## src/rtl/acc_pkg.sv

```systemverilog
// -----------------------------------------------------------------------------
// acc_pkg
// Shared definitions for the accumulate/reduce pipeline.
//   - acc_mode_e       : mode encodings presented on the 'mode' input.
//   - mode_accumulates : true for modes that sum beats into the accumulator.
// No ports (package).
// -----------------------------------------------------------------------------
package acc_pkg;

    typedef enum logic [1:0] {
        MODE_BYPASS = 2'b00,
        MODE_PAIR   = 2'b01,
        MODE_RSVD   = 2'b10,  // treated exactly like bypass
        MODE_FULL   = 2'b11
    } acc_mode_e;

    // Only pairwise and full reduce build multi-beat groups; bypass and the
    // reserved code close the group on every beat.
    function automatic logic mode_accumulates(input logic [1:0] m);
        return (m == MODE_PAIR) || (m == MODE_FULL);
    endfunction

endpackage

```

## src/rtl/acc_reduce_tree.sv

```systemverilog
// -----------------------------------------------------------------------------
// acc_reduce_tree
// Combinational lane reduction for one input beat.
//   bypass / reserved : each lane sign-extended to ACC_W
//   pairwise          : lane k = in[2k] + in[2k+1] for k < NUM_LANES/2, rest 0
//   full              : lane 0 = sum of all lanes, rest 0
// Ports:
//   in_data  [NUM_LANES*IN_W-1:0]  input lanes, lane 0 in LSBs
//   mode     [1:0]                 effective mode for this beat
//   red_data [NUM_LANES*ACC_W-1:0] reduced vector, lane 0 in LSBs
// ACC_W >= IN_W + log2(NUM_LANES), so no intermediate sum here can overflow.
// -----------------------------------------------------------------------------
module acc_reduce_tree
    import acc_pkg::*;
#(
    parameter int NUM_LANES = 4,
    parameter int IN_W      = 16,
    parameter int ACC_W     = 32
) (
    input  logic [NUM_LANES*IN_W-1:0]  in_data,
    input  logic [1:0]                 mode,
    output logic [NUM_LANES*ACC_W-1:0] red_data
);

    logic [ACC_W-1:0] lane_ext [NUM_LANES];
    logic [ACC_W-1:0] full_sum;

    for (genvar i = 0; i < NUM_LANES; i++) begin : g_ext
        assign lane_ext[i] = {{(ACC_W-IN_W){in_data[i*IN_W+IN_W-1]}},
                              in_data[i*IN_W +: IN_W]};
    end

    always_comb begin
        full_sum = '0;
        for (int i = 0; i < NUM_LANES; i++) begin
            full_sum = full_sum + lane_ext[i];
        end
    end

    always_comb begin
        red_data = '0;
        case (mode)
            MODE_PAIR: begin
                for (int k = 0; k < NUM_LANES/2; k++) begin
                    red_data[k*ACC_W +: ACC_W] = lane_ext[2*k] + lane_ext[2*k+1];
                end
            end
            MODE_FULL: begin
                red_data[ACC_W-1:0] = full_sum;
            end
            default: begin
                for (int i = 0; i < NUM_LANES; i++) begin
                    red_data[i*ACC_W +: ACC_W] = lane_ext[i];
                end
            end
        endcase
    end

endmodule

```

## src/rtl/acc_reduce_pipe.sv

```systemverilog
// -----------------------------------------------------------------------------
// acc_reduce_pipe
// Reduces each accepted beat (acc_reduce_tree) and, in pairwise/full mode,
// accumulates beats lane-wise until a closing beat; the group total is then
// registered on the output together with its beat count.
// Optional feature macro: ACC_SAT_EN -- when defined, every lane update
// saturates to the signed ACC_W range; otherwise lane sums wrap.
// Ports:
//   clk, rst (async, active-high)
//   mode[1:0]              00 bypass, 01 pairwise, 11 full, 10 as bypass;
//                          sampled on the first beat of a group
//   in_valid/in_ready      input handshake
//   in_data                NUM_LANES*IN_W, lane 0 in LSBs
//   in_last                closes an accumulating group
//   out_valid/out_ready    output handshake
//   out_data               NUM_LANES*ACC_W, lane 0 in LSBs
//   out_count              beats in the emitted group (saturating)
// Handshake: a transfer happens on a rising edge where valid & ready are both
// high; out_data/out_count hold while out_valid & !out_ready, and in_ready is
// !out_valid | out_ready so a result can be replaced in the same edge it is
// consumed.
// -----------------------------------------------------------------------------
module acc_reduce_pipe
    import acc_pkg::*;
#(
    parameter int NUM_LANES = 4,
    parameter int IN_W      = 16,
    parameter int ACC_W     = 32,
    parameter int CNT_W     = 8
) (
    input  logic                       clk,
    input  logic                       rst,
    input  logic [1:0]                 mode,
    input  logic                       in_valid,
    output logic                       in_ready,
    input  logic [NUM_LANES*IN_W-1:0]  in_data,
    input  logic                       in_last,
    output logic                       out_valid,
    input  logic                       out_ready,
    output logic [NUM_LANES*ACC_W-1:0] out_data,
    output logic [CNT_W-1:0]           out_count
);

    logic [NUM_LANES*ACC_W-1:0] acc_q;
    logic [NUM_LANES*ACC_W-1:0] red_data;
    logic [NUM_LANES*ACC_W-1:0] sum_data;
    logic [CNT_W-1:0]           cnt_q;
    logic [CNT_W-1:0]           cnt_inc;
    logic [1:0]                 mode_q;
    logic [1:0]                 eff_mode;
    logic                       group_open;
    logic                       accept;
    logic                       close;

    assign in_ready = !out_valid || out_ready;
    assign accept   = in_valid && in_ready;

    // A non-zero beat count means a group is in progress (the counter
    // saturates rather than wrapping, so it never returns to zero mid-group).
    assign group_open = (cnt_q != '0);
    assign eff_mode   = group_open ? mode_q : mode;
    assign close      = in_last || !mode_accumulates(eff_mode);
    assign cnt_inc    = (cnt_q == {CNT_W{1'b1}}) ? cnt_q : cnt_q + CNT_W'(1);

    acc_reduce_tree #(
        .NUM_LANES (NUM_LANES),
        .IN_W      (IN_W),
        .ACC_W     (ACC_W)
    ) u_tree (
        .in_data  (in_data),
        .mode     (eff_mode),
        .red_data (red_data)
    );

`ifdef ACC_SAT_EN
    localparam logic [ACC_W-1:0] SAT_MAX = {1'b0, {(ACC_W-1){1'b1}}};
    localparam logic [ACC_W-1:0] SAT_MIN = {1'b1, {(ACC_W-1){1'b0}}};

    logic [ACC_W:0] wide_sum;

    // One guard bit per lane: the sum overflowed when the guard bit and the
    // sign bit disagree, and the guard bit gives the true sign.
    always_comb begin
        sum_data = '0;
        wide_sum = '0;
        for (int i = 0; i < NUM_LANES; i++) begin
            wide_sum = {acc_q[i*ACC_W+ACC_W-1], acc_q[i*ACC_W +: ACC_W]}
                     + {red_data[i*ACC_W+ACC_W-1], red_data[i*ACC_W +: ACC_W]};
            if (wide_sum[ACC_W] != wide_sum[ACC_W-1]) begin
                sum_data[i*ACC_W +: ACC_W] = wide_sum[ACC_W] ? SAT_MIN : SAT_MAX;
            end else begin
                sum_data[i*ACC_W +: ACC_W] = wide_sum[ACC_W-1:0];
            end
        end
    end
`else
    always_comb begin
        sum_data = '0;
        for (int i = 0; i < NUM_LANES; i++) begin
            sum_data[i*ACC_W +: ACC_W] = acc_q[i*ACC_W +: ACC_W]
                                       + red_data[i*ACC_W +: ACC_W];
        end
    end
`endif

    always_ff @(posedge clk or posedge rst) begin
        if (rst) begin
            acc_q     <= '0;
            cnt_q     <= '0;
            mode_q    <= '0;
            out_valid <= 1'b0;
            out_data  <= '0;
            out_count <= '0;
        end else begin
            if (accept) begin
                if (close) begin
                    out_data  <= sum_data;
                    out_count <= cnt_inc;
                    acc_q     <= '0;
                    cnt_q     <= '0;
                end else begin
                    acc_q <= sum_data;
                    cnt_q <= cnt_inc;
                    if (!group_open) begin
                        mode_q <= mode;
                    end
                end
            end
            if (accept && close) begin
                out_valid <= 1'b1;
            end else if (out_ready) begin
                out_valid <= 1'b0;
            end
        end
    end

endmodule

```

## config.mk

```make
export PLATFORM = sky130hd
export DESIGN_NAME = acc_reduce_pipe
export DESIGN_NICKNAME = d
export VERILOG_FILES = /design/src/rtl/acc_pkg.sv /design/src/rtl/acc_reduce_tree.sv /design/src/rtl/acc_reduce_pipe.sv
export SDC_FILE = /design/constraint.sdc
export NUM_CORES = 1
export LEC_CHECK = 0
export CAP_MARGIN = 0
export CORE_UTILIZATION = 40
export CTS_CLUSTER_SIZE = 8
export DETAILED_ROUTE_END_ITERATION = 8
export PLACE_DENSITY = 0.68
export SETUP_SLACK_MARGIN = 0.02
export SYNTH_ARGS = -nofsm -noshare
export SYNTH_HDL_FRONTEND = slang
export SYNTH_SLANG_ARGS = --single-unit
```

## constraint.sdc

```tcl
create_clock -name clk -period 11.86 [get_ports clk]
set_input_delay 1.779 -clock clk [delete_from_list [all_inputs] [get_ports clk]]
set_output_delay 1.779 -clock clk [all_outputs]
set_load 0.02 [all_outputs]
```

Word level (Yosys, flattened, before mapping)
Cells that the tools add are included.
- flip-flop bits (word level): 275
- bits of input ports: 71
- output and inout port bits: 138
- add/sub/neg operators: 9
- equal/unequal tests: 3
- muxes and demuxes: 9
- bitwise operators: 1
- reductions and logical operators: 12
- operator list (cell ; count):
    32-bit adder ; 5
    128-bit 2-to-1 mux ; 1
    32-bit one-hot mux with 2 select lines ; 2
    64-bit 2-to-1 mux ; 1
    16-bit by 16-bit adder with 17-bit output ; 2
    17-bit by 16-bit adder with 18-bit output ; 1
    8-bit 2-to-1 mux ; 2
    8-bit by 1-bit adder with 8-bit output (second input constant) ; 1
    8-bit equality test (second input constant) ; 1
    8-bit nonzero test ; 1
    2-bit AND reduction ; 2
    1-bit logical OR ; 3
    2-bit by 1-bit equality test with 1-bit output (second input constant) ; 1
    2-bit equality test (second input constant) ; 1
    1-bit logical AND ; 2
    1-bit logical NOT ; 2
    1-bit 2-to-1 mux ; 2
    2-bit 2-to-1 mux ; 1
    2-bit nonzero test ; 1
    2-bit OR reduction ; 1
    1-bit inverter ; 1

Longest topological paths before layout
- word-level depth: 8
- mapped depth: 35

Hierarchy
Synthesis repeated with hierarchy kept, for this count alone.
- cells, all modules: 2319
- area total of the unflattened synthesis: 20385.8 um^2
- by module, submodules not included (module ; times used ; cells an instance ; area each (um^2) ; sequential area each (um^2)):
    acc_reduce_pipe ; 1 ; 1763 ; 16470.8 ; 6881.6
    acc_reduce_tree ; 1 ; 556 ; 3915.0 ; 0.0

Least setup slack after synthesis
Ideal clock, no wire load.
- path type: in2reg
- start: input in_data[1]
- end: register out_data[29]
- setup time: 0.125 ns
- arrival time: 8.576 ns
- required time: 11.735 ns
- setup slack: 3.159 ns
- cell stages on the path: 34
- buffers on the path: 0
- path through: ha_1 -> a21o_1 -> a21oi_1 -> o21bai_1 -> a211o_1 -> a21oi_1 -> o221ai_1 -> o31a_1 -> o21a_1 -> nor3_1 -> nor2_1 -> ha_1 -> or3_1 -> or3_1 -> a211oi_1 -> nor3_1 -> xor2_1 -> ha_1 -> or3_1 -> o31ai_1 -> o21ai_0 -> xor2_1 -> nand2_1 -> a21oi_1 -> ha_1 -> a21o_1 -> a21oi_1 -> o21ai_0 -> a21oi_1 -> o21ai_2 -> a311oi_2 -> o21ai_1 -> xnor2_1 -> mux2_2
- cells in the longest elaborated chain, start to end: 5
- RTL lines (element ; RTL line ; text):
    start, declared ; acc_reduce_pipe.sv:36 ; input logic [NUM_LANES*IN_W-1:0] in_data,
    16-bit by 16-bit adder with 17-bit output ; acc_reduce_tree.sv:36, acc_reduce_tree.sv:45 ;
    17-bit by 16-bit adder with 18-bit output ; acc_reduce_tree.sv:36 ; full_sum = full_sum + lane_ext[i];
    32-bit adder ; acc_reduce_tree.sv:36 ;
    32-bit one-hot mux with 2 select lines (*) ; acc_reduce_tree.sv:42 ; case (mode)
    32-bit adder (*) ; acc_reduce_pipe.sv:101 ; + red_data[i*ACC_W +: ACC_W];
    end signal, assigned ; acc_reduce_pipe.sv:117 ; out_data <= sum_data;
    end, declared ; acc_reduce_pipe.sv:40 ; output logic [NUM_LANES*ACC_W-1:0] out_data,
Mark *: on every way between the ends. The rest lies on a longest branch, timed or not.
A chain may end at the register's enable or synchronous reset.

Final worst setup path
- start: input in_data[1]
- end: register out_data[28]
The elaborated chain is that of the path after synthesis.

==> flow_summary.json <==
{
  "layout-drive-gt1-share_pct": 5.38,
  "timing.rr.start": "cnt_q[0]$_DFFE_PP0P_",
  "finalHoldViolCount": 0,
  "gp_congestion": 0.920,
  "track_usage_pct": 23.3,
  "hold_start": "out_data[52]$_DFFE_PP0P_",
  "rows": 80,
  "drt_iter0_drc": 1155,
  "crit_slowest_cell": "ha_1",
  "crit_path_max_fanout": 6,
  "fp.dieW_um": 224,
  "finalSetupViolCount": 0,
  "placed_area_um2": 22400,
  "wl_per_cell_um": 19.1,
  "die_h_um": 224,
  "synth_fp_nets": 2505,
  "cp.required_ns": 12.25,
  "powerDensity_nw_per_um2": 249,
  "ios": 209,
  "first_pass_iters": 6,
  "clkSlewWorstSetupHoldPaths_ns": 0.05,
  "crit_path_end_kind": "register",
  "grt_pass1_vias": 17000,
  "ys_seq_area_share_pct": 35.0,
  "overflow": 0,
  "ys_types": 75,
  "syn_avg_cell_area_um2": 8.81,
  "setup_ws_ns": 2.02,
  "synth_top_cell_area_share_pct": 35.0,
  "synth_area_leader_cell": "dfrtp_1",
  "dieArea_um2": 50100,
  "synth_cells": 2233,
  "area_growth_pct": 19.3,
  "dr_total_vias": 17400,
  "ctsLongestPathBuffers": 3,
  "grt_max_degree": 164,
  "grt_pass1_wl_um": 92100,
  "cap_violations": 0,
  "routed_via_density": 5.65,
  "post_cts_buffers": 0,
  "status": "finished clean",
  "grt_setup_unrepaired": "no",
  "drc": 0,
  "ir_worst_vdd_mv": 0.124,
  "clock_sinks": 275,
  "synth_warnings": 0,
  "period_share_pct": 82.9,
  "skew_ns": 0.0177,
  "cts_tree": "built",
  "fillers": 4529,
  "setup_tns_ns": 0,
  "synthTopCellsByArea": "dfrtp_1 (35%), ha_1 (12%), nand2_1 (7.3%)",
  "utilization_pct": 48.7,
  "fin_area_um2": 23500,
  "cp-start-kind": "input port",
  "wirelength_um": 58700,
  "h-tree-depth": 2,
  "io_buffers": 208,
  "slew_viol_final": 0,
  "tightest_slew_ns": 1.27,
  "ant_nets": 0,
  "ctsResizeCount": 0,
  "min_path_type": "reg -> reg",
  "ys_ff_latch": 275,
  "arrival_ns": 10.23,
  "ys.flop_type": "dfrtp_1",
  "antenna_found_initial": 2,
  "ys_async_sr_fraction_pct": 100,
  "dp.final_hpwl_um": 42900,
  "relSlewSlack_pct": 14.7,
  "cp-startpoint": "in_data[1]",
  "max_stage_delay_ns": 0.46,
  "start_util_pct": 40.8,
  "core_um2": 48100,
  "timing_worst_setup_path_type": "in -> reg",
  "clock.fmax_mhz": 102,
  "place_ws_ns": 1.57,
  "p_leak_nw": 11.0,
  "layout.nets": 2683,
  "synth-edff-count": 0,
  "syn_area_um2": 19700,
  "clk_latency_ns": 0.56,
  "min_period_ns": 9.84,
  "cts_root_buf": "clkbuf_16",
  "cts_hold_buf": 0,
  "cts_buffers": 40
}
## critical path: cells and delay by family
| family | cells | cell delay (ns) |
|---|---|---|
| XOR/XNOR | 3 | 0.49 |
| adder cells (fa/ha/maj) | 4 | 1.20 |
| AND/OR/NAND/NOR | 9 | 1.98 |
| buffers and inverters | 1 | 0.43 |
| AO/OA/AOI/OAI | 18 | 4.36 |
## metrics by stage
stage | power [W] | cells | hold slack, ns
6_report | 0.00583 | 3075 | 0.470
5_1_grt | 0.00626 | 3074 | 0.496
4_1_cts | 0.00586 | 3073 | 0.475
3_5_place_dp | 0.00479 | 3025 | 0.462
3_3_place_gp | 0.00473 | 3025 | 0.457
2_1_floorplan | 0.00373 | 2233 | 0.445
## logic make-up (layout without fill, tap and decap cells)
group | count (synthesis) | after routing | share of synthesized area, %
xor+xnor | 169 | 169 | 7.53
other cells | 0 | 2 | 0
flops | 275 | 275 | 35.0
mux | 44 | 44 | 2.48
fa+ha+maj | 201 | 201 | 13.1
simple gates | 703 | 703 | 15.6
buf+inv | 155 | 339 | 3.02
compound gates | 686 | 686 | 23.3
## final timing paths
check | endpoint | slack [ns] | cells past startpoint
worst max-delay path | out_data[28]$_DFFE_PP0P_ | 2.02 | 35
worst min register to register | out_data[52]$_DFFE_PP0P_ | 0.47 | 2
worst min-delay path | out_data[52]$_DFFE_PP0P_ | 0.47 | 2
max in group asynchronous | acc_q[22]$_DFFE_PP0P_ | 8.72 | 3
worst max register to register | out_data[61]$_DFFE_PP0P_ | 5.41 | 19
min in group asynchronous | out_data[87]$_DFFE_PP0P_ | 1.75 | 2
## state kept, by name, indices dropped and copies added (netlist names)
| signal | count |
|---|---|
| acc_q | 128 |
| cnt_q | 8 |
| mode_q | 2 |
| out_count | 8 |
| out_data | 128 |
| out_valid | 1 |
## Yosys cell counts, types with 30 or more instances
cell,number
nor3_1,30
mux2_2,38
o21ai_0,148
nand3_1,33
dfrtp_1,275
a21oi_1,153
nand2_1,382
and2_1,42
o31ai_1,33
inv_1,71
xnor2_1,127
nor2_1,127
clkbuf_1,68
a21o_1,75
a22o_1,83
xor2_1,42
ha_1,193
## cell type report
type | count | area, um2 | area share, %
clock inverter | 2 | 17.5 | 0.0747
sequential | 275 | 6880 | 29.3
antenna | 2 | 5.00 | 0.0213
timing repair buffer | 220 | 2180 | 9.31
inverter | 71 | 274 | 1.17
tap | 656 | 821 | 3.50
multi-input combinational | 1803 | 12200 | 52.1
clock buffer | 46 | 1040 | 4.45
## where the power goes
group          switching (W)  internal (W)
sequential          0.000209       0.00128
clock               0.000417      0.000612
combinational        0.00191       0.00141
total                0.00253       0.00330
## routing by layer
metal	global-route usage, %	vias up	wire length (um)
li1	-	8331	-
met3	3.42	126	2760
met1	31.4	8447	27200
met2	37.4	474	26600
met4	9.35	0	2200
met5	0	-	0
## cell usage in the layout, fill, tap and decap left out, drive strengths merged, types with 7 or more instances in the layout
| cell | instances |
|---|---|
| o31ai | 34 |
| nand2b | 15 |
| a21oi | 155 |
| nor3 | 30 |
| o21ai | 164 |
| fa | 8 |
| dfrtp | 275 |
| o21a | 19 |
| mux2 | 38 |
| a31o | 10 |
| o211ai | 18 |
| nand4 | 9 |
| a21boi | 7 |
| a22o | 83 |
| nand3 | 33 |
| nand2 | 383 |
| clkdlybuf4s50 | 208 |
| buf | 12 |
| or3 | 12 |
| or2 | 10 |
| and3 | 8 |
| nor2b | 21 |
| ha | 193 |
| a31oi | 26 |
| xor2 | 42 |
| a211oi | 17 |
| clkbuf | 46 |
| and2 | 42 |
| o21bai | 27 |
| xnor2 | 127 |
| nor2 | 127 |
| a21o | 75 |
| o31a | 7 |
| inv | 73 |
Note: power is estimated with default switching activity, not from simulation.
